===== config.mk =====
export PLATFORM = sky130hd
export DESIGN_NAME = twiddle_mult_flat
export DESIGN_NICKNAME = d
export VERILOG_FILES = /design/src/rtl/r22sdf_pkg.sv /design/src/rtl/twiddle_mult_if.sv /design/src/rtl/twiddle_mult_cmul_pipe.sv /design/src/rtl/twiddle_mult.sv /design/src/flat_wrapper.sv
export SDC_FILE = /design/constraint.sdc
export NUM_CORES = 2
export LEC_CHECK = 0
export BUFFER_PORTS_ARGS = -buffer_cell sky130_fd_sc_hd__clkbuf_2
export CAP_MARGIN = 10
export CORE_UTILIZATION = 30
export CTS_CLUSTER_SIZE = 40
export DETAILED_ROUTE_END_ITERATION = 7
export HOLD_SLACK_MARGIN = 0.15
export REMOVE_ABC_BUFFERS = 1
export SYNTH_ARGS = -nofsm -noshare
export SYNTH_HDL_FRONTEND = slang
export SYNTH_SLANG_ARGS = --single-unit
export TNS_END_PERCENT = 10

===== constraint.sdc =====
create_clock -name clock -period 9.3 [get_ports clock]
set_clock_uncertainty 0.15 [all_clocks]
set_input_delay 0.465 -clock clock [delete_from_list [all_inputs] [get_ports clock]]
set_output_delay 0.465 -clock clock [all_outputs]
set_load 0.02 [all_outputs]

===== src/rtl/r22sdf_pkg.sv =====
// Shared R2^2 SDF definitions: default sizes, complex sample type, saturation and twiddle index helpers.
package r22sdf_pkg;

    localparam int DEF_LOG_N = 7;
    localparam int DEF_WIDTH = 16;

    typedef struct packed {
        logic signed [DEF_WIDTH-1:0] re;
        logic signed [DEF_WIDTH-1:0] im;
    } cplx_t;

    // Clamp a wide signed value into the signed range of a w-bit word.
    function automatic longint sat_w(input longint x, input int w);
        longint hi;
        longint lo;
        hi = (longint'(1) <<< (w - 1)) - 1;
        lo = -(longint'(1) <<< (w - 1));
        if (x > hi)      return hi;
        else if (x < lo) return lo;
        else             return x;
    endfunction

    // sel walks 0,2,1,3 across the four quarters of the span (bit-reversed quarter index).
    function automatic int tw_index(input int cnt, input int log_n, input int log_m);
        int sel;
        int num;
        sel = (((cnt >> (log_m - 2)) & 1) << 1) | ((cnt >> (log_m - 1)) & 1);
        num = (cnt & ((1 << (log_m - 2)) - 1)) << (log_n - log_m);
        return (num * sel) & ((1 << log_n) - 1);
    endfunction

endpackage


===== src/rtl/twiddle_mult_if.sv =====
// Sample stream in/out plus the twiddle ROM address/data pair of one SDF stage.
interface twiddle_mult_if #(
    parameter int LOG_N = 7,
    parameter int WIDTH = 16
) ();
    logic                    di_en;
    logic signed [WIDTH-1:0] di_re;
    logic signed [WIDTH-1:0] di_im;
    logic [LOG_N-1:0]        tw_addr;
    logic signed [WIDTH-1:0] tw_re;
    logic signed [WIDTH-1:0] tw_im;
    logic                    do_en;
    logic signed [WIDTH-1:0] do_re;
    logic signed [WIDTH-1:0] do_im;

    modport master (
        output di_en, di_re, di_im, tw_re, tw_im,
        input  tw_addr, do_en, do_re, do_im
    );

    modport slave (
        input  di_en, di_re, di_im, tw_re, tw_im,
        output tw_addr, do_en, do_re, do_im
    );
endinterface


===== src/rtl/twiddle_mult_cmul_pipe.sv =====
// Two-stage complex multiplier (products, then add/scale/saturate) with bypass for the "no multiply" address.
// TWIDDLE_ROUND_EN selects round-half-up before scaling; otherwise the result is floor-truncated.
module cmul_pipe
    import r22sdf_pkg::*;
#(
    parameter int WIDTH = DEF_WIDTH
) (
    input  logic                    clock,
    input  logic                    reset,
    input  logic                    in_en,
    input  logic                    in_byp,
    input  logic signed [WIDTH-1:0] in_re,
    input  logic signed [WIDTH-1:0] in_im,
    input  logic signed [WIDTH-1:0] tw_re,
    input  logic signed [WIDTH-1:0] tw_im,
    output logic                    out_en,
    output logic signed [WIDTH-1:0] out_re,
    output logic signed [WIDTH-1:0] out_im
);
    localparam int PW     = 2 * WIDTH;
    localparam int SW     = 2 * WIDTH + 1;
    localparam int STAGES = 2;

    logic [STAGES:1]         vld_pipe;
    logic signed [PW-1:0]    rr, ii, ri, ir;
    logic                    byp1;
    logic signed [WIDTH-1:0] b_re, b_im;
    logic signed [SW-1:0]    s_re, s_im;

    always_ff @(posedge clock) begin
        if (reset) begin
            vld_pipe <= '0;
            rr       <= '0;
            ii       <= '0;
            ri       <= '0;
            ir       <= '0;
            byp1     <= 1'b0;
            b_re     <= '0;
            b_im     <= '0;
        end else begin
            vld_pipe[1] <= in_en;
            vld_pipe[2] <= vld_pipe[1];
            if (in_en) begin
                rr   <= PW'(in_re) * PW'(tw_re);
                ii   <= PW'(in_im) * PW'(tw_im);
                ri   <= PW'(in_re) * PW'(tw_im);
                ir   <= PW'(in_im) * PW'(tw_re);
                byp1 <= in_byp;
                b_re <= in_re;
                b_im <= in_im;
            end
        end
    end

`ifdef TWIDDLE_ROUND_EN
    localparam logic signed [SW-1:0] RND = SW'(1) <<< (WIDTH - 2);
`endif

    always_comb begin
        s_re = SW'(rr) - SW'(ii);
        s_im = SW'(ri) + SW'(ir);
`ifdef TWIDDLE_ROUND_EN
        s_re = s_re + RND;
        s_im = s_im + RND;
`endif
    end

    // Output registers only move on valid results so idle cycles hold the last sample.
    always_ff @(posedge clock) begin
        if (reset) begin
            out_re <= '0;
            out_im <= '0;
        end else if (vld_pipe[1]) begin
            out_re <= byp1 ? b_re : WIDTH'(sat_w(longint'(s_re >>> (WIDTH - 1)), WIDTH));
            out_im <= byp1 ? b_im : WIDTH'(sat_w(longint'(s_im >>> (WIDTH - 1)), WIDTH));
        end
    end

    assign out_en = vld_pipe[STAGES];

endmodule


===== src/rtl/twiddle_mult.sv =====
// Twiddle-side consumer of the SDF twiddle ROM: sample counter, ROM addressing, data/ROM alignment and multiply.
// Build option TWIDDLE_ROUND_EN (see cmul_pipe) switches scaling from truncation to round-half-up.
module twiddle_mult
    import r22sdf_pkg::*;
#(
    parameter int LOG_N = DEF_LOG_N,
    parameter int LOG_M = 7,
    parameter int WIDTH = DEF_WIDTH,
    parameter int TW_FF = 1
) (
    input logic           clock,
    input logic           reset,
    twiddle_mult_if.slave bus
);
    logic [LOG_N-1:0]        cnt;
    logic                    byp;
    logic                    a_en;
    logic                    a_byp;
    logic signed [WIDTH-1:0] a_re, a_im;

    always_ff @(posedge clock) begin
        if (reset)           cnt <= '0;
        else if (bus.di_en)  cnt <= cnt + 1'b1;
    end

    assign bus.tw_addr = LOG_N'(tw_index(int'(cnt), LOG_N, LOG_M));
    assign byp         = (bus.tw_addr == '0);

    // Data waits here for the ROM read so both reach the multiplier together.
    if (TW_FF != 0) begin : g_align_ff
        always_ff @(posedge clock) begin
            if (reset) begin
                a_en  <= 1'b0;
                a_byp <= 1'b0;
                a_re  <= '0;
                a_im  <= '0;
            end else begin
                a_en <= bus.di_en;
                if (bus.di_en) begin
                    a_byp <= byp;
                    a_re  <= bus.di_re;
                    a_im  <= bus.di_im;
                end
            end
        end
    end else begin : g_align_comb
        always_comb begin
            a_en  = bus.di_en;
            a_byp = byp;
            a_re  = bus.di_re;
            a_im  = bus.di_im;
        end
    end

    cmul_pipe #(.WIDTH(WIDTH)) u_cmul (
        .clock  (clock),
        .reset  (reset),
        .in_en  (a_en),
        .in_byp (a_byp),
        .in_re  (a_re),
        .in_im  (a_im),
        .tw_re  (bus.tw_re),
        .tw_im  (bus.tw_im),
        .out_en (bus.do_en),
        .out_re (bus.do_re),
        .out_im (bus.do_im)
    );

endmodule

===== src/flat_wrapper.sv =====
// flat-port wrapper written by rule: the top's interface ports become plain ports
module twiddle_mult_flat import r22sdf_pkg::*;
#(
    parameter int LOG_N = DEF_LOG_N,
    parameter int LOG_M = 7,
    parameter int WIDTH = DEF_WIDTH,
    parameter int TW_FF = 1
)
  (clock, reset, bus_di_en, bus_di_re, bus_di_im, bus_tw_re, bus_tw_im, bus_tw_addr, bus_do_en, bus_do_re, bus_do_im);
  twiddle_mult_if #(.LOG_N(LOG_N), .WIDTH(WIDTH)) bus_i ();
  input logic clock;
  input logic reset;
  input wire logic [$bits(bus_i.di_en)-1:0] bus_di_en;
  input wire logic [$bits(bus_i.di_re)-1:0] bus_di_re;
  input wire logic [$bits(bus_i.di_im)-1:0] bus_di_im;
  input wire logic [$bits(bus_i.tw_re)-1:0] bus_tw_re;
  input wire logic [$bits(bus_i.tw_im)-1:0] bus_tw_im;
  output wire logic [$bits(bus_i.tw_addr)-1:0] bus_tw_addr;
  output wire logic [$bits(bus_i.do_en)-1:0] bus_do_en;
  output wire logic [$bits(bus_i.do_re)-1:0] bus_do_re;
  output wire logic [$bits(bus_i.do_im)-1:0] bus_do_im;
  assign bus_i.di_en = bus_di_en;
  assign bus_i.di_re = bus_di_re;
  assign bus_i.di_im = bus_di_im;
  assign bus_i.tw_re = bus_tw_re;
  assign bus_i.tw_im = bus_tw_im;
  assign bus_tw_addr = bus_i.tw_addr;
  assign bus_do_en = bus_i.do_en;
  assign bus_do_re = bus_i.do_re;
  assign bus_do_im = bus_i.do_im;
  twiddle_mult #(.LOG_N(LOG_N), .LOG_M(LOG_M), .WIDTH(WIDTH), .TW_FF(TW_FF)) u_core (.clock(clock), .reset(reset), .bus(bus_i));
endmodule

; Yosys cells after proc, flatten, opt, wreduce, memory -nomap -nowiden
; Index checks and enable logic that the tools add are counted.
[word_totals]
register_bits = 236
elab_cells = 35
[classes]
n_addsub = 3
mul = 5
magnitude_cmp = 4
mux = 6
n_bitwise = 1
n_reduce_logical = 1
[ops]
columns = cell, n
row1 = 16-bit by 16-bit multiplier with 32-bit output, 4
row2 = 16-bit two-way mux, 6
row3 = "18-bit by 16-bit greater-than comparator with 1-bit output, second input constant", 2
row4 = "18-bit by 16-bit less-than comparator with 1-bit output, second input constant", 2
row5 = 32-bit by 32-bit adder with 33-bit output, 1
row6 = 32-bit by 32-bit subtractor with 33-bit output, 1
row7 = 6-bit by 32-bit multiplier with 7-bit output, 1
row8 = "7-bit by 1-bit adder with 7-bit output, second input constant", 1
row9 = 7-bit zero test, 1
row10 = 2-bit by 1-bit OR with 2-bit output, 1

; Depth between registers and ports, before layout
[logic_depth]
word_depth = 5
depth_mapped = 25
mapped_depth_nobuf = 24

; Modules after synthesis
; A second synthesis with hierarchy kept.
[hier_totals]
cells_unflattened = 5603
hier_area_um2 = 50464.6
[modules_own_cells]
columns = module, instances, cells_per_inst, area_per_inst_um2, seq_area_each_um2
row1 = cmul_pipe, 1, 5438, 48755.5, 3903.7
row2 = twiddle_mult, 1, 165, 1709.1, 820.8

; Worst setup path after synthesis
; No wires, ideal clock.
[synth_timing]
path_type = register to register
startpoint = register u_core.a_im[15]
endpoint = register u_core.u_cmul.ii[31]
setup_ns = 0.086
arrival_time_ns = 6.384
required_time_ns = 9.064
setup_slack_ns = 2.681
path_stages_with_launch = 24
n_path_buf = 2
synth_period_minus_slack_ns = 6.619
path_cell_list = dfxtp_1 -> clkbuf_1 -> clkbuf_1 -> nand2_1 -> inv_1 -> fa_1 -> fa_1 -> fa_1 -> fa_1 -> fa_1 -> inv_1 -> fa_1 -> inv_1 -> ha_1 -> a21o_1 -> a21o_1 -> a21o_1 -> o31a_1 -> a22o_1 -> or4_1 -> a21bo_1 -> a31oi_1 -> xnor2_1 -> a211oi_1
[synth_via]
elab_chain_len = 1
[synth_lines]
columns = item, line_no
row1 = "start, declared", twiddle_mult.sv:19  ; logic signed [WIDTH-1:0] a_re, a_im;
row2 = "start signal, assigned", twiddle_mult.sv:42  ; a_im <= bus.di_im;
row3 = 16-bit by 16-bit multiplier with 32-bit output, twiddle_mult_cmul_pipe.sv:45  ; ii <= PW'(in_im) * PW'(tw_im);
row4 = "end signal, assigned", twiddle_mult_cmul_pipe.sv:45
row5 = "end, declared", twiddle_mult_cmul_pipe.sv:25  ; logic signed [PW-1:0] rr, ii, ri, ir;
; No other way between the ends.
; A chain may end at the register's enable or synchronous reset.

; Final worst setup path
[layout_timing]
startpoint = register u_core.a_re[8]
endpoint = register u_core.u_cmul.ri[31]
[layout_via]
elab_chain_len = 1
[layout_lines]
columns = item, line_no
row1 = "start, declared", twiddle_mult.sv:19
row2 = "start signal, assigned", twiddle_mult.sv:41  ; a_re <= bus.di_re;
row3 = 16-bit by 16-bit multiplier with 32-bit output, twiddle_mult_cmul_pipe.sv:46  ; ri <= PW'(in_re) * PW'(tw_im);
row4 = "end signal, assigned", twiddle_mult_cmul_pipe.sv:46
row5 = "end, declared", twiddle_mult_cmul_pipe.sv:25
; No other way between the ends.

==> results.cfg <==
[outcome]
outcome = complete, no violations

[sta]
period_needed_ns = 7.794
setup_violations = 0
drv_slew = 0
tightest_slew_ns = 1.189
finalCritPeriodShare_pct = 83.81
finalHoldViolCount = 0
rsz0062_at_grt = no
slew_headroom_pct = 20.63
max_freq_mhz = 128.3
finalSetupTns_ns = 0

[drt]
vias = 36790
drc = 0
antenna_left = 0
vias_per_cell = 4.730
wl_per_cell_um = 17.72
dr.first_iter.drc_count = 2423
drtPass1Iterations = 5
wl_mm = 137.8

[clock_network]
cts_buffer_depth = 3
clk-insertion-delay-late_ns = 0.58
cts-root-buf = clkbuf_16
cts_setup_buffers = 0
clk_pin_slew_worst_paths_ns = 0.06
cts-resized-gates = 0
cts_buffers = 34
tritoncts = yes
htreeDepth = 2
cts_sinks = 236

[yosys]
ys_warn_count = 0
synthArstFlopShare_pct = 0
synth.ff_latch_count = 236
syn_inst = 5568
syn_avg_cell_area_um2 = 9.078
synth-edff-count = 0
ys_seq_area_share_pct = 9.347
yosys_most_used_dff = dfxtp_1
syn_area_um2 = 50550
synth_cell_types = 95

[setup_path]
cp_common_cell = fa_1
worstPathMaxFanout = 19
startpoint_type = flop
end_kind = flop
r2r_start = u_core.a_re[8]
startpoint = u_core.a_re[8]
max_stage_delay_ns = 1.06
critPathKind = reg -> reg
crit_arrival_ns = 8.13
crit_chain = buf_4, and2_1, fa_1, inv_1, fa_1, fa_1, inv_1, fa_1, fa_1, inv_1, fa_1, inv_1, ha_1, and3_1, and3_1, o2bb2ai_1, o21ai_0, o21ai_1, a21oi_1, a2111oi_1, a211oi_1, a211oi_1
cp_data_required_time_ns = 9.64
slowest_stage = dfxtp_1

[worst_hold_path]
hold_path_class = in -> reg
holdCritStartpoint = reset

[grt]
grt_pass1_wl_mm = 222.5
antenna_found_initial = 5
grt_overflow = 0
grt_pass1_vias = 38960
grt_max_degree = 118
grt.total_usage_pct = 16.82

[floorplanning]
row_count = 150
fp.dieH_um = 412.5
dieArea_um2 = 170100
design.core.area_um2 = 167200
die_w_um = 412.5
start_util_pct = 30.23
io_pins = 107

[cells_and_area]
mostFrequentLayoutCells = inv_1 (1208), fa_1 (1049), nand2_1 (569)
finish.instance_area_um2 = 54820
area_growth_pct = 8.446
final_common_cell = inv_1
drive_gt1_share_pct = 5.008
fin_nets = 7063

[placed_design]
dpl.hpwl_mm = 107.2
portBuffers = 106
placed_cell_area_um2 = 53340
gp_congestion = 0.8900

[power_and_ir_drop]
power_per_cell_area_nw_per_um2 = 237.4
ir_drop_mv = 0.3038
p_leak_nw = 27.22

[flow_run]
maxCapViolations = 0
-- synth_stat cells, types with 7 or more instances --
cell type / number / share of area (%)
a211o_1: 8 / 0.14
a211oi_1: 31 / 0.46
a21o_1: 78 / 1.2
a21oi_1: 136 / 1.3
a31oi_1: 19 / 0.24
and2_1: 496 / 6.1
and3_1: 16 / 0.20
buf_1: 12 / 0.089
clkbuf_1: 240 / 1.8
dfxtp_1: 236 / 9.3
fa_1: 1049 / 42
ha_1: 399 / 9.9
inv_1: 1208 / 9.0
mux2i_1: 153 / 3.0
nand2_1: 569 / 4.2
nand2b_1: 44 / 0.54
nand3_1: 27 / 0.27
nand4_1: 14 / 0.17
nor2_1: 280 / 2.1
nor2b_1: 20 / 0.25
nor3_1: 22 / 0.22
nor3b_1: 7 / 0.10
o211ai_1: 12 / 0.18
o21a_1: 18 / 0.27
o21ai_0: 101 / 1.0
o21ai_1: 21 / 0.21
o21bai_1: 22 / 0.33
o22ai_1: 11 / 0.14
o31a_2: 7 / 0.14
o31ai_1: 12 / 0.18
or3_1: 10 / 0.12
xnor2_1: 135 / 2.3
xor2_1: 33 / 0.57
-- kinds of logic (layout without fill, tap and decap cells) --
family / Yosys count / count (layout) / share of synthesized area (%)
other: 0 / 2 / 0
xor gates and xnor gates: 169 / 169 / 2.943
muxes: 155 / 155 / 3.079
adders and majority gates: 1448 / 1448 / 51.42
DFF: 236 / 236 / 9.347
and+or+nand+nor: 1535 / 1535 / 14.80
AOI/OAI and AO/OA: 555 / 555 / 7.426
buffers and inverters: 1470 / 1473 / 10.99
-- sequential cells by signal (all words and copies together), names as in the netlist, 7 cells and up --
| name | cells |
|---|---|
| u_core.a_im | 16 |
| u_core.u_cmul.ri | 32 |
| u_core.u_cmul.b_im | 16 |
| u_core.u_cmul.b_re | 16 |
| u_core.u_cmul.out_im | 16 |
| u_core.u_cmul.out_re | 16 |
| u_core.u_cmul.rr | 32 |
| u_core.u_cmul.ir | 32 |
| u_core.a_re | 16 |
| u_core.cnt | 7 |
| u_core.u_cmul.ii | 32 |
-- through the flow --
stage | total power [mW] | hold slack, ns | setup WS, ns | util [%] | cells
2_1_floorplan | 8.989 | 0.2750 | 2.067 | - | 5308
3_3_place_gp | 11.47 | 0.2861 | 1.716 | 31.90 | 7681
3_5_place_dp | 11.64 | 0.2922 | 1.596 | 31.90 | 7681
4_1_cts | 13.11 | 0.2921 | 1.569 | 32.76 | 7772
5_1_grt | 14.49 | 0.3187 | 0.9446 | 32.78 | 7777
6_report | 13.01 | 0.2972 | 1.506 | 32.78 | 7777
-- per-layer routing --
layer | part of all wire, % | vias up | wire [um] | track usage, %
met4 | 3.2 | 4 | 4445 | 5.102
li1 | - | 16820 | - | -
met2 | 47 | 928 | 65370 | 27.67
met3 | 5.8 | 154 | 8051 | 2.487
met1 | 43 | 18880 | 59880 | 22.70
met5 | 0.019 | - | 26 | 0
-- cell type report --
cell class                 count  area, um^2
fill                       17210      112400
multi-input combinational   3862       40280
sequential                   236        4735
inverter                    1210        4542
tap                         2204        2758
timing repair buffer         204        1373
clock buffer                  46       947.2
clock inverter                13       178.9
antenna                        2       5.005
-- report_power, final --
part | internal (mW) | switching (mW)
Clock | 0.826 | 0.556
Combinational | 4.26 | 6.03
Sequential | 1.17 | 0.167
-- worst paths after layout --
check,end,slack (ns),cells after the start
setup / recovery,u_core.u_cmul.ri[31],1.51,22
setup reg to reg,u_core.u_cmul.ri[31],1.51,22
hold / removal,u_core.a_re[12],0.30,2
hold reg to reg,u_core.u_cmul.out_re[4],0.30,2
-- worst max-delay path, delay by kind of cell (launching register included) --
family	cells	cell delay, ns
AND/OR/NAND/NOR	3	0.56
AO/OA/AOI/OAI	7	2.16
adder cells (fa/ha/maj)	7	3.15
buffers and inverters	5	0.62
flip-flops	1	1.06
-- what timing repair did --
item,4_1_cts,5_1_grt
hold endpoints to repair,32,0
hold buffers,32,0
endpoints found under the setup margin,0,0
Power figures use the tool's default switching activity.
